**config.mk**
```make
export PLATFORM = sky130hd
export DESIGN_NAME = vga_timing_gen
export DESIGN_NICKNAME = d
export VERILOG_FILES = /design/src/rtl/vga_timing_pkg.sv /design/src/rtl/pixel_en_div.sv /design/src/rtl/vga_timing_gen.sv
export SDC_FILE = /design/constraint.sdc
export NUM_CORES = 1
export LEC_CHECK = 0
export BUFFER_PORTS_ARGS = -buffer_cell sky130_fd_sc_hd__buf_4
export CAP_MARGIN = 20
export CORE_ASPECT_RATIO = 0.7
export CORE_MARGIN = 4
export CORE_UTILIZATION = 35
export CTS_BUF_LIST = sky130_fd_sc_hd__clkbuf_16
export DETAILED_ROUTE_END_ITERATION = 6
export PLACE_DENSITY = 0.62
export SYNTH_ARGS = -nofsm -noshare
export SYNTH_HDL_FRONTEND = slang
export SYNTH_SLANG_ARGS = --single-unit
```
**constraint.sdc**
```tcl
create_clock -name clk -period 4 [get_ports clk]
set_input_delay 0.4 -clock clk [delete_from_list [all_inputs] [get_ports clk]]
set_output_delay 0.4 -clock clk [all_outputs]
set_load 0.01 [all_outputs]
```
**src/rtl/vga_timing_pkg.sv**
```systemverilog
// rtl/vga_timing_pkg.sv - shared 640x480@60 timing constants, counter width and colours
package vga_timing_pkg;

  localparam int CNT_W = 10;

  localparam int DEF_CLK_DIV     = 4;
  localparam int DEF_H_TOTAL     = 800;
  localparam int DEF_H_SYNC      = 96;
  localparam int DEF_H_ACT_START = 144;
  localparam int DEF_H_ACT_END   = 784;
  localparam int DEF_V_TOTAL     = 525;
  localparam int DEF_V_SYNC      = 2;
  localparam int DEF_V_ACT_START = 35;
  localparam int DEF_V_ACT_END   = 515;

  localparam logic [11:0] BLACK = 12'h000;
  localparam logic [11:0] GREY  = 12'h888;
  localparam logic [11:0] GREEN = 12'h0f0;

  // Compare in int so limits equal to 1024 stay representable.
  function automatic logic cnt_below(input logic [CNT_W-1:0] c, input int lim);
    return int'(c) < lim;
  endfunction

  function automatic logic cnt_in_span(input logic [CNT_W-1:0] c, input int lo, input int hi);
    return !(int'(c) < lo) && (int'(c) < hi);
  endfunction

endpackage

```
**src/rtl/pixel_en_div.sv**
```systemverilog
// rtl/pixel_en_div.sv - modulo-CLK_DIV divider producing a registered one-clk pixel strobe
module pixel_en_div #(
  parameter int CLK_DIV = 4
) (
  input  logic clk_i,
  input  logic rst_i,
  output logic pixel_en_o
);

  localparam int DIV_W = (CLK_DIV > 2) ? $clog2(CLK_DIV) : 1;
  localparam logic [DIV_W-1:0] DIV_LAST = DIV_W'(CLK_DIV - 1);

  logic [DIV_W-1:0] div_q, div_d;
  logic             pixel_en_q, pixel_en_d;

  // The strobe is decoded from the next divider value so it is high while div == CLK_DIV-1.
  always_comb begin
    div_d      = (div_q == DIV_LAST) ? '0 : div_q + 1'b1;
    pixel_en_d = (div_d == DIV_LAST);
  end

  always_ff @(posedge clk_i or posedge rst_i) begin
    if (rst_i) begin
      div_q      <= '0;
      pixel_en_q <= 1'b0;
    end else begin
      div_q      <= div_d;
      pixel_en_q <= pixel_en_d;
    end
  end

  assign pixel_en_o = pixel_en_q;

endmodule

```
**src/rtl/vga_timing_gen.sv**
```systemverilog
// rtl/vga_timing_gen.sv - VGA raster counters with registered sync, bright and tick decodes
module vga_timing_gen
  import vga_timing_pkg::*;
#(
  parameter int CLK_DIV     = DEF_CLK_DIV,
  parameter int H_TOTAL     = DEF_H_TOTAL,
  parameter int H_SYNC      = DEF_H_SYNC,
  parameter int H_ACT_START = DEF_H_ACT_START,
  parameter int H_ACT_END   = DEF_H_ACT_END,
  parameter int V_TOTAL     = DEF_V_TOTAL,
  parameter int V_SYNC      = DEF_V_SYNC,
  parameter int V_ACT_START = DEF_V_ACT_START,
  parameter int V_ACT_END   = DEF_V_ACT_END
) (
  input  logic             clk,
  input  logic             reset,
  output logic             pixel_en,
  output logic [CNT_W-1:0] hCount,
  output logic [CNT_W-1:0] vCount,
  output logic             hSync,
  output logic             vSync,
  output logic             bright,
  output logic             line_tick,
  output logic             frame_tick
);

  if (CLK_DIV < 2 || H_TOTAL < 2 || V_TOTAL < 1 || H_TOTAL > 1024 || V_TOTAL > 1024) begin : g_bad_params
    $error("vga_timing_gen: unsupported timing parameters");
  end

  localparam logic [CNT_W-1:0] H_LAST = CNT_W'(H_TOTAL - 1);
  localparam logic [CNT_W-1:0] V_LAST = CNT_W'(V_TOTAL - 1);

  logic             pixel_en_w;
  logic [CNT_W-1:0] h_q, h_d;
  logic [CNT_W-1:0] v_q, v_d;
  logic             hsync_q, hsync_d;
  logic             vsync_q, vsync_d;
  logic             bright_q, bright_d;
  logic             line_q, line_d;
  logic             frame_q, frame_d;

  pixel_en_div #(
    .CLK_DIV (CLK_DIV)
  ) u_pixel_en_div (
    .clk_i      (clk),
    .rst_i      (reset),
    .pixel_en_o (pixel_en_w)
  );

  // Counters advance on the edge that ends a pixel_en cycle; decodes use the next values
  // so every output lands on the same edge as the counters.
  always_comb begin
    h_d     = h_q;
    v_d     = v_q;
    line_d  = 1'b0;
    frame_d = 1'b0;
    if (pixel_en_w) begin
      if (h_q == H_LAST) begin
        h_d    = '0;
        line_d = 1'b1;
        if (v_q == V_LAST) begin
          v_d     = '0;
          frame_d = 1'b1;
        end else begin
          v_d = v_q + 1'b1;
        end
      end else begin
        h_d = h_q + 1'b1;
      end
    end
    hsync_d  = !cnt_below(h_d, H_SYNC);
    vsync_d  = !cnt_below(v_d, V_SYNC);
    bright_d = cnt_in_span(h_d, H_ACT_START, H_ACT_END) &&
               cnt_in_span(v_d, V_ACT_START, V_ACT_END);
  end

  always_ff @(posedge clk or posedge reset) begin
    if (reset) begin
      h_q      <= '0;
      v_q      <= '0;
      hsync_q  <= 1'b0;
      vsync_q  <= 1'b0;
      bright_q <= 1'b0;
      line_q   <= 1'b0;
      frame_q  <= 1'b0;
    end else begin
      h_q      <= h_d;
      v_q      <= v_d;
      hsync_q  <= hsync_d;
      vsync_q  <= vsync_d;
      bright_q <= bright_d;
      line_q   <= line_d;
      frame_q  <= frame_d;
    end
  end

  assign pixel_en   = pixel_en_w;
  assign hCount     = h_q;
  assign vCount     = v_q;
  assign hSync      = hsync_q;
  assign vSync      = vsync_q;
  assign bright     = bright_q;
  assign line_tick  = line_q;
  assign frame_tick = frame_q;

endmodule
```
**After elaboration in Yosys (flattened, before gate mapping)**

Index checks and enable logic that the tools add are counted.

- Flip-flop bits (word level): 28
- Logic and storage cells: 40

- $add $sub $neg: 3
- Reductions and logical operators: 7
- Order comparisons: 6
- Eq/ne operators: 4
- Mux-type cells: 11

Operators with widths:

| cell | count |
|---|---|
| two-way mux 10 bit | 5 |
| adder 10 x 1 -> 10 bit (second input constant) | 2 |
| equality test 10 bit (second input constant) | 2 |
| < comparator 10 bit (second input constant) | 2 |
| < comparator 10 x 2 -> 1 bit (second input constant) | 1 |
| < comparator 10 x 6 -> 1 bit (second input constant) | 1 |
| < comparator 10 x 7 -> 1 bit (second input constant) | 1 |
| < comparator 10 x 8 -> 1 bit (second input constant) | 1 |
| two-way mux 1 bit | 5 |
| equality test 2 bit (second input constant) | 2 |
| logical NOT 1 bit | 4 |
| logical AND 1 bit | 3 |
| adder 2 x 1 -> 2 bit (second input constant) | 1 |
| two-way mux 2 bit | 1 |

**Logic depth before layout (Yosys ltp)**

- Depth in word-level cells: 8
- Gate-level depth with buffers: 11
- Mapped depth without buffers: 9

**Modules after synthesis**

From an unflattened synthesis, not the netlist that was laid out.

- Cells, all modules: 153
- Area total of the unflattened synthesis: 1514.0 um^2

By module, submodules not included:

| module | instances | cells an instance | area an instance (um^2) | sequential area each (um^2) |
|---|---|---|---|---|
| vga_timing_gen | 1 | 144 | 1398.8 | 625.6 |
| pixel_en_div | 1 | 9 | 115.1 | 75.1 |

**Least setup slack after synthesis**

OpenSTA, ideal clock, no wires.

- Path type: register -> register
- From: reg h_q[0] (netlist: hCount[0])
- To: reg bright_q (netlist: bright)
- Required time: 3880 ps
- Path slack: 1626 ps
- Arrival time: 2254 ps
- Stages on the path, launching flop included: 12
- Cells stage by stage: dfrtp_1 > ha_1 > and4_1 > buf_6 > nand3_4 > inv_2 > buf_4 > a311oi_1 > a31oi_1 > or2_2 > o21a_1 > o211a_1

- Word-level cells in the longest chain between the ends: 7
- Elaborated cells on any way between the ends: 15

Ends and longest elaborated chain:

| item | line | text |
|---|---|---|
| from (decl) | vga_timing_gen.sv:35 | `logic [CNT_W-1:0] h_q, h_d;` |
| from (signal assigned) | vga_timing_gen.sv:80 | `h_q <= '0;` |
| from (signal assigned) | vga_timing_gen.sv:88 | `h_q <= h_d;` |
| adder 10 x 1 -> 10 bit or equality test 10 bit (tied branches) | vga_timing_gen.sv:69, vga_timing_gen.sv:59 |  |
| two-way mux 10 bit | vga_timing_gen.sv:59 | `if (h_q == H_LAST) begin` |
| two-way mux 10 bit | vga_timing_gen.sv:58 | `if (pixel_en_w) begin` |
| < comparator 10 x 8 -> 1 bit or < comparator 10 x 6 -> 1 bit (tied branches) | vga_timing_pkg.sv:26 | `return !(int'(c) < lo) && (int'(c) < hi);` |
| logical NOT 1 bit | vga_timing_pkg.sv:26 |  |
| logical AND 1 bit | vga_timing_pkg.sv:26 |  |
| logical AND 1 bit (*) | vga_timing_gen.sv:74 | `bright_d = cnt_in_span(h_d, H_ACT_START, H_ACT_END) &&` |
| net bright_d | vga_timing_gen.sv:39 | `logic bright_q, bright_d;` |
| to (signal assigned) | vga_timing_gen.sv:92 | `bright_q <= bright_d;` |
| to (decl) | vga_timing_gen.sv:39 |  |

Mark *: on every way through the listed nets, which the timed path passes. The rest lies on a longest branch.

**Final worst setup path**

- From: reg h_q[0] (netlist: hCount[0])
- To: reg bright_q (netlist: bright)

- Word-level cells in the longest chain between the ends: 7
- Elaborated cells on any way between the ends: 15

Ends and longest elaborated chain:

| item | line | text |
|---|---|---|
| equality test 10 bit (*) | vga_timing_gen.sv:59 |  |
| two-way mux 10 bit (*) | vga_timing_gen.sv:59 |  |
| two-way mux 10 bit (*) | vga_timing_gen.sv:58 |  |
| net v_d[4] | vga_timing_gen.sv:36 | `logic [CNT_W-1:0] v_q, v_d;` |
| < comparator 10 x 6 -> 1 bit | vga_timing_pkg.sv:26 |  |
| logical NOT 1 bit | vga_timing_pkg.sv:26 |  |
| logical AND 1 bit (*) | vga_timing_pkg.sv:26 |  |
| logical AND 1 bit (*) | vga_timing_gen.sv:74 |  |
| net bright_d | vga_timing_gen.sv:39 |  |

Marked as above.

==> summary.md <==
| Metric | Value |
|---|---|
| Outcome | `finished clean` |
| Largest family of logic cells by synthesized area | `simple AND/OR/NAND/NOR gates` |
| Crit Path Category | `reg -> reg` |
| Remaining global-route overflow | `0` |
| Share of cells above drive strength 1 | `a little over a fifth` |
| TritonCTS clock tree | `yes` |
| Initial DRT Pass Iterations | `4` |
| Crit-path max cell delay | `0.43 ns` |
| Die area | `0.00558 mm^2` |
| WP data required | `about 4.2 ns` |
| Post-Synth XOR/XNOR Area | `under 10%` |
| Largest net degree at the start of global routing | `29` |
| Pwr dens | `between 200 and 300 mW/mm^2` |
| GR Util met3 | `~2.7%` |
| Skew final | `between 0.003 and 0.004 ns` |
| Global Route Usage Sum | `between 10% and 20%` |
| Mux contribution to synthesized area | `under 10%` |
| Relative slew slack | `63.1%` |
| Peak supply drop | `0.000162 V` |
| Actual slew at the worst max-slew pin | `about 0.55 ns` |
| CP max stage cell | `dfrtp_1` |
| Die Width | `roughly 90 um` |
| Post-DRT Antenna Nets | `0` |
| Cell count after synthesis | `roughly 160` |
| Antenna Diode Count | `0` |
| Met2 usage | `between 10% and 20%` |
| Max Slew Vio Count | `0` |
| Clock transition at path regs | `about 0.070 ns` |
| CP cell instances | `ha_1 -> and4_1 -> nand3_4 -> inv_2 -> nand3_2 -> mux2_4 -> o41a_1 -> o21a_1 -> o211a_1` |
| CP max FO | `12` |
| Initial Util | `about 38%` |
| Reg-to-reg endpoint | `bright` |
| Core Area | `0.00409 mm^2` |
| HP Class | `in -> async` |
| Post-DP Area | `roughly 0.0018 mm^2` |
| DPL Wire Length | `2480 um` |
| RePlAce Congestion | `between 0.9 and 1` |
| Hold Vio Cnt, Final | `0` |
| Top cell type by total area after synthesis | `dfrtp_1` |
| Fmax | `between 0.3 and 0.4 GHz` |
| Yosys warns | `0` |
| Clock Root Buffer | `clkbuf_16` |
| Clk Latency, worst-skew pair | `approximately 0.26 ns` |
| Period utilization | `approximately 68%` |
| Adder-Cell Fraction of Synth Area | `under 10%` |
| RSZ-0062 raised after global routing | `false` |
| Async S/R FF share, synth | `100%` |
| GR met1 Demand/Resource | `between 10% and 20%` |
| Initial DRC Count | `approximately 120` |
| Total Neg Setup Slack | `0 ns` |
| FP Rows | `19` |
| Count of cell types in the netlist | `45` |
| Initial antenna violation count | `0` |
| Maxcap violations | `0` |
| Worst Setup Slack, final | `1.30 ns` |
| Worst R2R Path Depth | `9` |
| Pre-CTS WS | `about 1.3 ns` |
| Mapped Avg Cell Area | `between 10 and 15 um^2` |
| Post-synth top area share | `45.1%` |
| Yosys reg bits | `28` |
| Sequential share of the synthesized area | `~45%` |
| CP Data Arrival Time | `roughly 2.9 ns` |
| Busiest layer in global routing | `met2` |
| Final instance area | `0.00189 mm^2` |
| Endpoint class of the critical path | `flop` |
| Clk buf depth | `2` |
| Vias in the first global route | `around 1100` |
| Setup bufs post-CTS | `0` |
| Leak | `0.947 nW` |
| Via/cell ratio | `~5.3` |
| Critical Path Sink | `bright` |
| Crit. Startpoint | `hCount[0]` |
| First-pass GRT wire length | `about 5600 um` |
| Synthesized Nets | `roughly 160` |
| Routed vias | `roughly 1200` |
| Compound-cell area share of the yosys netlist | `about a tenth` |
| Minimum hold slack | `approximately 0.18 ns` |
| Reg2Reg Setup Slack | `1.30 ns` |
| Post-CTS Resized | `0` |
| Minimum clock period | `approximately 2.7 ns` |
| Leading register cell type out of synthesis | `dfrtp_1` |
| Die height | `between 60 and 70 um` |
| Ranking of synthesized cells by area | `dfrtp_1, xnor2_1, ha_1` |
| Nets | `190` |
| Num ports | `28` |
| Critical R2R Launch | `hCount[0]` |
| Hold-fix buffers, CTS | `0` |
| Synth-to-layout area growth | `21.9%` |
| Post-synthesis simple-gate area fraction | `around a quarter` |
| CTS buffer count | `3` |
| Wirelength, routed | `around 3400 um` |
| Setup violators final | `0` |
| DRC | `0` |
| Port-buffer cells | `27` |
| H-tree levels | `1` |
| Post-synth EDFFs | `0` |
| Fillers | `385` |
| WL/cell | `roughly 14 um` |
| Post-Synthesis Cell Area | `about 0.0016 mm^2` |
| CTS Sinks | `28` |
| Critical path launch point type | `flop` |
==> worst min path at each step <==
stage	from	end	slack, ns
2_1_floorplan	u_pixel_en_div.div_q[0]	u_pixel_en_div.div_q[0]	0.43
3_3_place_gp	u_pixel_en_div.div_q[0]	u_pixel_en_div.div_q[0]	0.44
3_5_place_dp	u_pixel_en_div.div_q[0]	u_pixel_en_div.div_q[0]	0.45
4_1_cts	reset	u_pixel_en_div.pixel_en_o	0.44
5_1_grt	reset	hCount[0]	0.22
6_report	reset	hCount[0]	0.18
==> cells in the mapped netlist, types with 2 or more instances <==
cell     instances
or3_1            2
nand3_1          8
nand2_1         10
nand4_1          7
inv_1           11
ha_1             5
and4_1           4
nor2_1          14
a21oi_1          2
a31oi_1          3
dfrtp_1         28
nor3_1           3
buf_2            3
o21ai_0          9
xnor2_1          9
and2_1           3
xor2_1           5
or2_2            2
==> state kept, by name, summed over array words and instances, names as in the netlist <==
register                   count
bright                         1
frame_tick                     1
hCount                        10
hSync                          1
line_tick                      1
u_pixel_en_div.div_q           2
u_pixel_en_div.pixel_en_o      1
vCount                        10
vSync                          1
==> metrics by stage <==
step           utilization, %  std cells  total power [mW]
2_1_floorplan               -        155             0.293
3_3_place_gp             43.7        229             0.295
3_5_place_dp             43.7        229             0.295
4_1_cts                  45.6        233             0.519
5_1_grt                  46.3        234             0.537
6_report                 46.3        234             0.516
==> where the power goes <==
group	internal [mW]	total [mW]	switching (mW)
Sequential	0.283	0.283	0
Clock	0.134	0.224	0.0903
Combinational	0.00337	0.00926	0.00589
Total	0.420	0.516	0.0962
==> critical path, delay by kind of cell, from the launching register on <==
kind                     cells  cell delay [ns]
AND/OR/NAND/NOR              3             0.65
AO/OA/AOI/OAI                3             0.74
adder cells (fa/ha/maj)      1             0.24
multiplexers                 1             0.33
buffers and inverters        1             0.20
flip-flops                   1             0.43
==> area by class of cell <==
class	count	area, um^2	area share, %
clock inverters	1	3.75	0.198
inverters	12	45.0	2.38
repair buffers	28	230	12.2
flip-flops and latches	28	701	37.0
well taps	52	65.1	3.44
clock buffers	3	75.1	3.97
multi-input cells	110	773	40.8
==> cells in the final DEF, fill, tap and decap left out, drive strengths merged, types with 2 or more instances in the layout <==
| cell type | netlist | layout |
|---|---|---|
| a21oi | 2 | 2 |
| a31oi | 3 | 3 |
| and2 | 3 | 3 |
| and4 | 4 | 4 |
| buf | 5 | 28 |
| clkbuf | 0 | 3 |
| dfrtp | 28 | 28 |
| ha | 5 | 5 |
| inv | 12 | 12 |
| nand2 | 10 | 10 |
| nand3 | 10 | 10 |
| nand4 | 7 | 7 |
| nor2 | 15 | 15 |
| nor3 | 3 | 3 |
| nor4b | 2 | 2 |
| o21ai | 9 | 9 |
| o311ai | 2 | 2 |
| or2 | 2 | 2 |
| or3 | 2 | 2 |
| xnor2 | 9 | 9 |
| xor2 | 5 | 5 |
==> layer usage <==
layer | wire length (um) | vias to the layer above
met5 | 0 | -
met4 | 28 | 0
met3 | 199 | 4
met2 | 1510 | 35
met1 | 1620 | 601
li1 | - | 607
==> kinds of logic (layout without fill, tap and decap cells) <==
kind of cell,Yosys count,count (layout)
simple gates,65,65
buf+inv,17,44
compound gates,24,24
fa+ha+maj,5,5
flops,28,28
xor+xnor,14,14
mux,2,2
No activity file was read; power rests on OpenSTA's default activity.
